`config.mk`:
```
export PLATFORM = sky130hd
export DESIGN_NAME = aes128_rkey_buffer_flat
export DESIGN_NICKNAME = d
export VERILOG_FILES = /design/src/rtl/aes128_rkey_buffer_pkg.sv /design/src/rtl/aes128_rkey_buffer_if.sv /design/src/rtl/aes128_rkey_regfile.sv /design/src/rtl/aes128_rkey_buffer.sv /design/src/flat_wrapper.sv
export SDC_FILE = /design/constraint.sdc
export NUM_CORES = 2
export LEC_CHECK = 0
export ABC_CLOCK_PERIOD_IN_PS = 140000
export CORE_UTILIZATION = 60
export CTS_CLUSTER_DIAMETER = 150
export DETAILED_ROUTE_END_ITERATION = 16
export PLACE_DENSITY = 0.9
export SYNTH_ARGS = -nofsm -noshare
export SYNTH_HDL_FRONTEND = slang
export SYNTH_HIERARCHICAL = 1
export SYNTH_SLANG_ARGS = --single-unit
```
`constraint.sdc`:
```
create_clock -name clk_sys -period 140 [get_ports clk_sys]
set_input_delay 42 -clock clk_sys [delete_from_list [all_inputs] [get_ports clk_sys]]
set_output_delay 42 -clock clk_sys [all_outputs]
set_load 0.005 [all_outputs]
```
`src/rtl/aes128_rkey_buffer_pkg.sv`:
```
// Shared AES-128 round-key types and constants.
// The ZERO state only exists when AES128_RKEY_ZEROIZE_EN is defined.
package aes128_pkg;

    localparam int         AES128_NUM_RKEYS  = 11;
    localparam logic [3:0] AES128_LAST_ROUND = 4'd10;

    typedef logic [127:0] aes128_word128_t;

    typedef enum logic [1:0] {
        ST_IDLE   = 2'd0,
        ST_EXPAND = 2'd1,
        ST_READY  = 2'd2
`ifdef AES128_RKEY_ZEROIZE_EN
        ,
        ST_ZERO   = 2'd3
`endif
    } rkey_state_t;

    function automatic logic idx_valid(input logic [3:0] idx);
        return idx <= AES128_LAST_ROUND;
    endfunction

endpackage

```
`src/rtl/aes128_rkey_buffer_if.sv`:
```
// Host, expansion-stage and read-port signals of the round-key buffer.
// key_zero is present only when AES128_RKEY_ZEROIZE_EN is defined.
interface aes128_rkey_buffer_if;
    import aes128_pkg::*;

    logic            key_load;
    aes128_word128_t key_in;
    logic            key_busy;
    logic            key_ready;
    aes128_word128_t exp_cipher_key;
    logic [3:0]      exp_round_num;
    logic            exp_rkey_en;
    aes128_word128_t exp_round_key;
    logic            rd_en;
    logic [3:0]      rd_idx;
    aes128_word128_t rd_key;
    logic            rd_valid;
    logic            rd_err;
`ifdef AES128_RKEY_ZEROIZE_EN
    logic            key_zero;
`endif

    modport slave (
        input  key_load, key_in, exp_round_key, rd_en, rd_idx,
`ifdef AES128_RKEY_ZEROIZE_EN
        input  key_zero,
`endif
        output key_busy, key_ready, exp_cipher_key, exp_round_num, exp_rkey_en,
        output rd_key, rd_valid, rd_err
    );

    modport master (
        output key_load, key_in, exp_round_key, rd_en, rd_idx,
`ifdef AES128_RKEY_ZEROIZE_EN
        output key_zero,
`endif
        input  key_busy, key_ready, exp_cipher_key, exp_round_num, exp_rkey_en,
        input  rd_key, rd_valid, rd_err
    );

endinterface

```
`src/rtl/aes128_rkey_regfile.sv`:
```
// 11 x 128-bit round-key store: one write port, one registered read port.
// Entry 0 is also exposed directly as the expansion stage's cipher key.
module aes128_rkey_regfile
    import aes128_pkg::*;
(
    input  logic            clk_sys,
    input  logic            rst,
    input  logic            we,
    input  logic [3:0]      waddr,
    input  aes128_word128_t wdata,
    input  logic            re_i,
    input  logic            rd_ok_i,
    input  logic [3:0]      raddr_i,
    output aes128_word128_t rdata_o,
    output aes128_word128_t entry0_o
);

    aes128_word128_t mem_q [AES128_NUM_RKEYS];
    aes128_word128_t rdata_q, rdata_d;

    always_ff @(posedge clk_sys or posedge rst) begin
        if (rst) begin
            for (int i = 0; i < AES128_NUM_RKEYS; i++) begin
                mem_q[i] <= '0;
            end
        end else if (we && idx_valid(waddr)) begin
            mem_q[waddr] <= wdata;
        end
    end

    // A rejected read still updates the port, returning zero.
    always_comb begin
        rdata_d = rdata_q;
        if (re_i) begin
            rdata_d = (rd_ok_i && idx_valid(raddr_i)) ? mem_q[raddr_i] : '0;
        end
    end

    always_ff @(posedge clk_sys or posedge rst) begin
        if (rst) begin
            rdata_q <= '0;
        end else begin
            rdata_q <= rdata_d;
        end
    end

    assign rdata_o  = rdata_q;
    assign entry0_o = mem_q[0];

endmodule

```
`src/rtl/aes128_rkey_buffer.sv`:
```
// Round-key sequencer: steps the expansion stage through rounds 0..9, stores K0..K10, serves reads.
// Optional AES128_RKEY_ZEROIZE_EN adds key_zero, which wipes the store in 11 cycles.
module aes128_rkey_buffer
    import aes128_pkg::*;
(
    input logic                 clk_sys,
    input logic                 rst,
    aes128_rkey_buffer_if.slave bus
);

    // state  | meaning
    // IDLE   | no valid key schedule, waiting for key_load
    // EXPAND | cnt is the round being stepped; K1..K10 captured as they arrive
    // READY  | K0..K10 valid, reads served
    // ZERO   | clearing entry cnt (zeroize build only)

    rkey_state_t     state_q, state_d;
    logic [3:0]      cnt_q, cnt_d;
    logic            idle_or_ready;
    logic            load_acc, zero_acc, rd_ok;
    logic            rf_we;
    logic [3:0]      rf_waddr;
    aes128_word128_t rf_wdata;
    logic            busy, ready, rkey_en;
    logic [3:0]      round_num;
    logic            rd_valid_q, rd_err_q;
    aes128_word128_t rd_key, entry0;

    assign idle_or_ready = (state_q == ST_IDLE) || (state_q == ST_READY);
`ifdef AES128_RKEY_ZEROIZE_EN
    assign zero_acc = idle_or_ready && bus.key_zero;
`else
    assign zero_acc = 1'b0;
`endif
    assign load_acc = idle_or_ready && bus.key_load && !zero_acc;
    assign rd_ok    = bus.rd_en && (state_q == ST_READY) && !load_acc && !zero_acc
                      && idx_valid(bus.rd_idx);

    always_ff @(posedge clk_sys or posedge rst) begin
        if (rst) begin
            state_q <= ST_IDLE;
            cnt_q   <= '0;
        end else begin
            state_q <= state_d;
            cnt_q   <= cnt_d;
        end
    end

    always_comb begin
        state_d = state_q;
        cnt_d   = cnt_q;
        case (state_q)
            ST_IDLE, ST_READY: begin
                if (zero_acc) begin
`ifdef AES128_RKEY_ZEROIZE_EN
                    state_d = ST_ZERO;
`endif
                    cnt_d   = '0;
                end else if (load_acc) begin
                    state_d = ST_EXPAND;
                    cnt_d   = '0;
                end
            end
            ST_EXPAND: begin
                if (cnt_q == AES128_LAST_ROUND) begin
                    state_d = ST_READY;
                    cnt_d   = '0;
                end else begin
                    cnt_d = cnt_q + 4'd1;
                end
            end
`ifdef AES128_RKEY_ZEROIZE_EN
            ST_ZERO: begin
                if (cnt_q == AES128_LAST_ROUND) begin
                    state_d = ST_IDLE;
                    cnt_d   = '0;
                end else begin
                    cnt_d = cnt_q + 4'd1;
                end
            end
`endif
            default: begin
                state_d = ST_IDLE;
                cnt_d   = '0;
            end
        endcase
    end

    // exp_* decode only from state/cnt flops so key_load never reaches the expansion stage.
    always_comb begin
        busy      = (state_q == ST_EXPAND);
`ifdef AES128_RKEY_ZEROIZE_EN
        busy      = busy || (state_q == ST_ZERO);
`endif
        ready     = (state_q == ST_READY);
        rkey_en   = (state_q == ST_EXPAND) && (cnt_q < AES128_LAST_ROUND);
        round_num = (state_q == ST_EXPAND) ? cnt_q : 4'd0;

        rf_we    = 1'b0;
        rf_waddr = cnt_q;
        rf_wdata = '0;
        if (load_acc) begin
            rf_we    = 1'b1;
            rf_waddr = 4'd0;
            rf_wdata = bus.key_in;
        end else if ((state_q == ST_EXPAND) && (cnt_q != 4'd0)) begin
            rf_we    = 1'b1;
            rf_wdata = bus.exp_round_key;
        end
`ifdef AES128_RKEY_ZEROIZE_EN
        else if (state_q == ST_ZERO) begin
            rf_we = 1'b1;
        end
`endif
    end

    always_ff @(posedge clk_sys or posedge rst) begin
        if (rst) begin
            rd_valid_q <= 1'b0;
            rd_err_q   <= 1'b0;
        end else begin
            rd_valid_q <= bus.rd_en;
            rd_err_q   <= bus.rd_en && !rd_ok;
        end
    end

    aes128_rkey_regfile u_regfile (
        .clk_sys  (clk_sys),
        .rst      (rst),
        .we       (rf_we),
        .waddr    (rf_waddr),
        .wdata    (rf_wdata),
        .re_i     (bus.rd_en),
        .rd_ok_i  (rd_ok),
        .raddr_i  (bus.rd_idx),
        .rdata_o  (rd_key),
        .entry0_o (entry0)
    );

    assign bus.key_busy       = busy;
    assign bus.key_ready      = ready;
    assign bus.exp_cipher_key = entry0;
    assign bus.exp_round_num  = round_num;
    assign bus.exp_rkey_en    = rkey_en;
    assign bus.rd_key         = rd_key;
    assign bus.rd_valid       = rd_valid_q;
    assign bus.rd_err         = rd_err_q;

endmodule
```
`src/flat_wrapper.sv`:
```
// flat-port wrapper written by rule: the top's interface ports become plain ports
module aes128_rkey_buffer_flat import aes128_pkg::*;
  (clk_sys, rst, bus_key_load, bus_key_in, bus_exp_round_key, bus_rd_en, bus_rd_idx, bus_key_busy, bus_key_ready, bus_exp_cipher_key, bus_exp_round_num, bus_exp_rkey_en, bus_rd_key, bus_rd_valid, bus_rd_err);
  aes128_rkey_buffer_if bus_i ();
  input logic clk_sys;
  input logic rst;
  input wire logic [$bits(bus_i.key_load)-1:0] bus_key_load;
  input wire logic [$bits(bus_i.key_in)-1:0] bus_key_in;
  input wire logic [$bits(bus_i.exp_round_key)-1:0] bus_exp_round_key;
  input wire logic [$bits(bus_i.rd_en)-1:0] bus_rd_en;
  input wire logic [$bits(bus_i.rd_idx)-1:0] bus_rd_idx;
  output wire logic [$bits(bus_i.key_busy)-1:0] bus_key_busy;
  output wire logic [$bits(bus_i.key_ready)-1:0] bus_key_ready;
  output wire logic [$bits(bus_i.exp_cipher_key)-1:0] bus_exp_cipher_key;
  output wire logic [$bits(bus_i.exp_round_num)-1:0] bus_exp_round_num;
  output wire logic [$bits(bus_i.exp_rkey_en)-1:0] bus_exp_rkey_en;
  output wire logic [$bits(bus_i.rd_key)-1:0] bus_rd_key;
  output wire logic [$bits(bus_i.rd_valid)-1:0] bus_rd_valid;
  output wire logic [$bits(bus_i.rd_err)-1:0] bus_rd_err;
  assign bus_i.key_load = bus_key_load;
  assign bus_i.key_in = bus_key_in;
  assign bus_i.exp_round_key = bus_exp_round_key;
  assign bus_i.rd_en = bus_rd_en;
  assign bus_i.rd_idx = bus_rd_idx;
  assign bus_key_busy = bus_i.key_busy;
  assign bus_key_ready = bus_i.key_ready;
  assign bus_exp_cipher_key = bus_i.exp_cipher_key;
  assign bus_exp_round_num = bus_i.exp_round_num;
  assign bus_exp_rkey_en = bus_i.exp_rkey_en;
  assign bus_rd_key = bus_i.rd_key;
  assign bus_rd_valid = bus_i.rd_valid;
  assign bus_rd_err = bus_i.rd_err;
  aes128_rkey_buffer u_core (.clk_sys(clk_sys), .rst(rst), .bus(bus_i));
endmodule
```
==> impl_metrics.py <==
metrics = {
    "power_and_ir_drop": {
        "clockPowerShare_pct": 25.0,
        "switching_share_pct": 31.0,
        "ir_worst_vdd_mv": 0.0235,
        "cellLeakagePower_nw": 35.9,
        "net-switching-power_w": 0.000533,
        "p_per_area_nw_per_um2": 21.4,
        "pwr-share-seq_pct": 42.2,
        "internal_power_w": 0.00119,
        "combPwrFrac_pct": 32.9,
    },
    "die": {
        "die_height_microns": 344,
        "die_w_microns": 344,
        "rows": 125,
        "start_util_pct": 60.5,
        "die_area_sq_um": 119000,
        "core_sq_um": 116000,
        "io_pins": 529,
    },
    "drt": {
        "ant_nets": 0,
        "wl_per_cell_microns": 28.0,
        "drc": 0,
        "drtPass1Iterations": 7,
        "drt_iter0_drc": 3396,
        "viasPerCell": 6.63,
        "drt-total-wl_microns": 180000,
        "dr_total_vias": 42768,
    },
    "synth": {
        "synth-xor-area-share_pct": 0,
        "synthMuxAreaShare_pct": 32.6,
        "synth_compound_area_share_pct": 6.50,
        "yosysTopAreaCell": "dfrtp_1",
        "synth_area_sq_um": 70300,
        "synthesis.instances": 4664,
        "yosys_warnings": 6,
        "synth-simple-area-share_pct": 1.13,
        "ys_seq_area_share_pct": 55.0,
        "syn_avg_cell_area_sq_um": 15.1,
        "synth_fa_ha_area_share_pct": 0,
        "synth_top_family_by_area": "multiplexers",
        "async_flop_share_pct": 100,
        "netlist_top_cells_area": "dfrtp_1, mux2_2, mux4_2",
        "ys.flop_type": "dfrtp_1",
        "synth_cell_types": 39,
        "synth_edf_count": 0,
        "synth_top_cell_area_share_pct": 55.0,
        "synth_nets": 4928,
        "ys_ff_latch": 1544,
    },
    "flow_run": {
        "maxCapViolCount": 0,
    },
    "clocking": {
        "hold_buffers": 0,
        "cts_resized": 0,
        "path_clk_slew_ns": 0.06,
        "post_cts_buffers": 0,
        "cts_tree": "done",
        "clk_path_buf_depth": 3,
        "insertion_delay_ns": 0.78,
        "cts_buffers": 157,
        "htree_levels": 4,
        "clockRootBuffer": "clkbuf_16",
        "cts.sinks": 1544,
    },
    "timing": {
        "min_period_ns": 45.98,
        "max_freq_ghz": 0.0217,
        "finalSetupViolCount": 0,
        "maxSlewHeadroom_pct": 23.1,
        "worst_pin_slew_ns": 1.15,
        "finalHoldViolations": 0,
        "hold_slack_ns": 0.499,
        "fin_setup_tns_ns": 0,
        "maxSlewViolCount": 0,
        "fin_worst_skew_ns": 0.0301,
        "fin_crit_sh_pct": 32.8,
        "rsz0062_at_grt": "no",
    },
    "cells_and_area": {
        "layout_commonest_cell": "dfrtp_1",
        "areaGrowthSynthToFinish_pct": 14.1,
        "final_layout_size_suffix_gt1_share_pct": 40.5,
        "finalNetCount": 5067,
        "layout_common_cells": "dfrtp_1, mux2_2, clkdlybuf4s50_1",
    },
    "critical_path": {
        "cp_max_fo": 189,
        "critPathKind": "input pin to asynchronous set/reset pin",
        "crit_arrival_ns": 46.76,
        "cp-start-kind": "input pin",
        "required_ns": 140.78,
        "end_kind": "asynchronous set/reset pin",
    },
    "min_path": {
        "hold_path.class": "register to register",
    },
    "global_routing": {
        "grt_max_degree": 190,
        "grt_usage_pct": 30.9,
        "grt_pass1_wl_microns": 279000,
        "grt_pass1_vias": 46090,
        "antenna_found_initial": 3,
        "overflow": 0,
    },
    "placed_design": {
        "routabilityCongestion": 0.772,
        "dp_hpwl_microns": 99800,
        "portBuffers": 528,
    },
    "outcome": {
        "status": "completed",
    },
}
[sequential cells by signal, summed over array words and instances, names as in the netlist]
name                       cells
u_core/u_regfile/mem_q      1280
u_core/u_regfile/entry0_o    128
u_core/u_regfile/rdata_o     128
u_core/cnt_q                   4
u_core/state_q                 2
u_core/bus.rd_err              1
u_core/bus.rd_valid            1
[cell type report]
| type | count | area, sq um |
|---|---|---|
| Sequential cell | 1544 | 38600 |
| Inverter | 6 | 32.5 |
| Tap cell | 1524 | 1910 |
| Fill cell | 7202 | 36000 |
| Clock inverter | 44 | 659 |
| Clock buffer | 236 | 4660 |
| Antenna cell | 2 | 5.00 |
| Multi-Input combinational cell | 2500 | 28400 |
| Timing Repair Buffer | 594 | 5910 |
[cells by family after synthesis]
logic type	Yosys count
buffers and inverters	620
muxes	1795
and+or+nand+nor	180
DFF	1544
AOI/OAI and AO/OA	525
[cell usage after synthesis, drive strengths merged, types with 2 or more instances]
cell type and number:
a211oi 127, a21oi 5, a221o 127, a22o 129
a2bb2oi 127, and2 4, buf 405, clkbuf 209
dfrtp 1544, inv 6, mux2 1410, mux2i 130
mux4 255, nand2 8, nand2b 7, nand3b 4
nor2 136, nor2b 9, nor3 2, nor3b 3
nor4 2, o211ai 3, o21ai 2
[worst max-delay path: stages]
cell and delay, ns:
clkdlybuf4s50_1 0.51, inv_8 0.67, buf_12 0.76, buf_4 0.76, buf_4 0.91, buf_4 0.83
[metrics by stage]
| step | total power, W | area (sq um) | setup slack, ns | util (%) | cells |
|---|---|---|---|---|---|
| after CTS | 0.00172 | 80200 | 93.86 | 69.0 | 6448 |
| after global routing | 0.00180 | 80200 | 93.26 | 69.0 | 6449 |
| after global placement | 0.00124 | 74900 | 93.13 | 64.4 | 6168 |
| after floorplan | 0.00114 | 70300 | 54.67 | - | 4664 |
| after detailed placement | 0.00128 | 74900 | 93.05 | 64.4 | 6168 |
| final | 0.00172 | 80200 | 94.02 | 69.0 | 6450 |
[power groups by stage]
stage	registers (W)	clock network (W)	logic [W]
floorplan	0.000695	0	0.000444
global placement	0.000710	0	0.000529
detailed placement	0.000725	0	0.000554
CTS	0.000723	0.000435	0.000564
global route	0.000744	0.000453	0.000599
finish	0.000725	0.000430	0.000565
[per-layer routing]
layer	share of wire [%]	up-vias	GRT usage [%]
li1	-	17581	-
met1	40	23018	41.8
met2	50	1766	50.4
met3	6.7	403	5.43
met4	3.3	0	11.4
met5	0	-	0
[worst paths after layout]
path | start | endpoint | slack (ns) | cells past startpoint
worst max-delay path | rst | u_core/u_regfile/entry0_o[104] | 94.02 | 6
worst max register to register | u_core/state_q[0] | u_core/u_regfile/mem_q[1023] | 135.77 | 6
max in group clk_sys | bus_key_load | u_core/u_regfile/mem_q[1023] | 94.50 | 7
worst min register to register | u_core/u_regfile/mem_q[577] | u_core/u_regfile/mem_q[577] | 0.50 | 1
min in group asynchronous | rst | u_core/state_q[0] | 41.77 | 2
worst min-delay path | u_core/u_regfile/mem_q[577] | u_core/u_regfile/mem_q[577] | 0.50 | 1
Power figures use the tool's default switching activity.
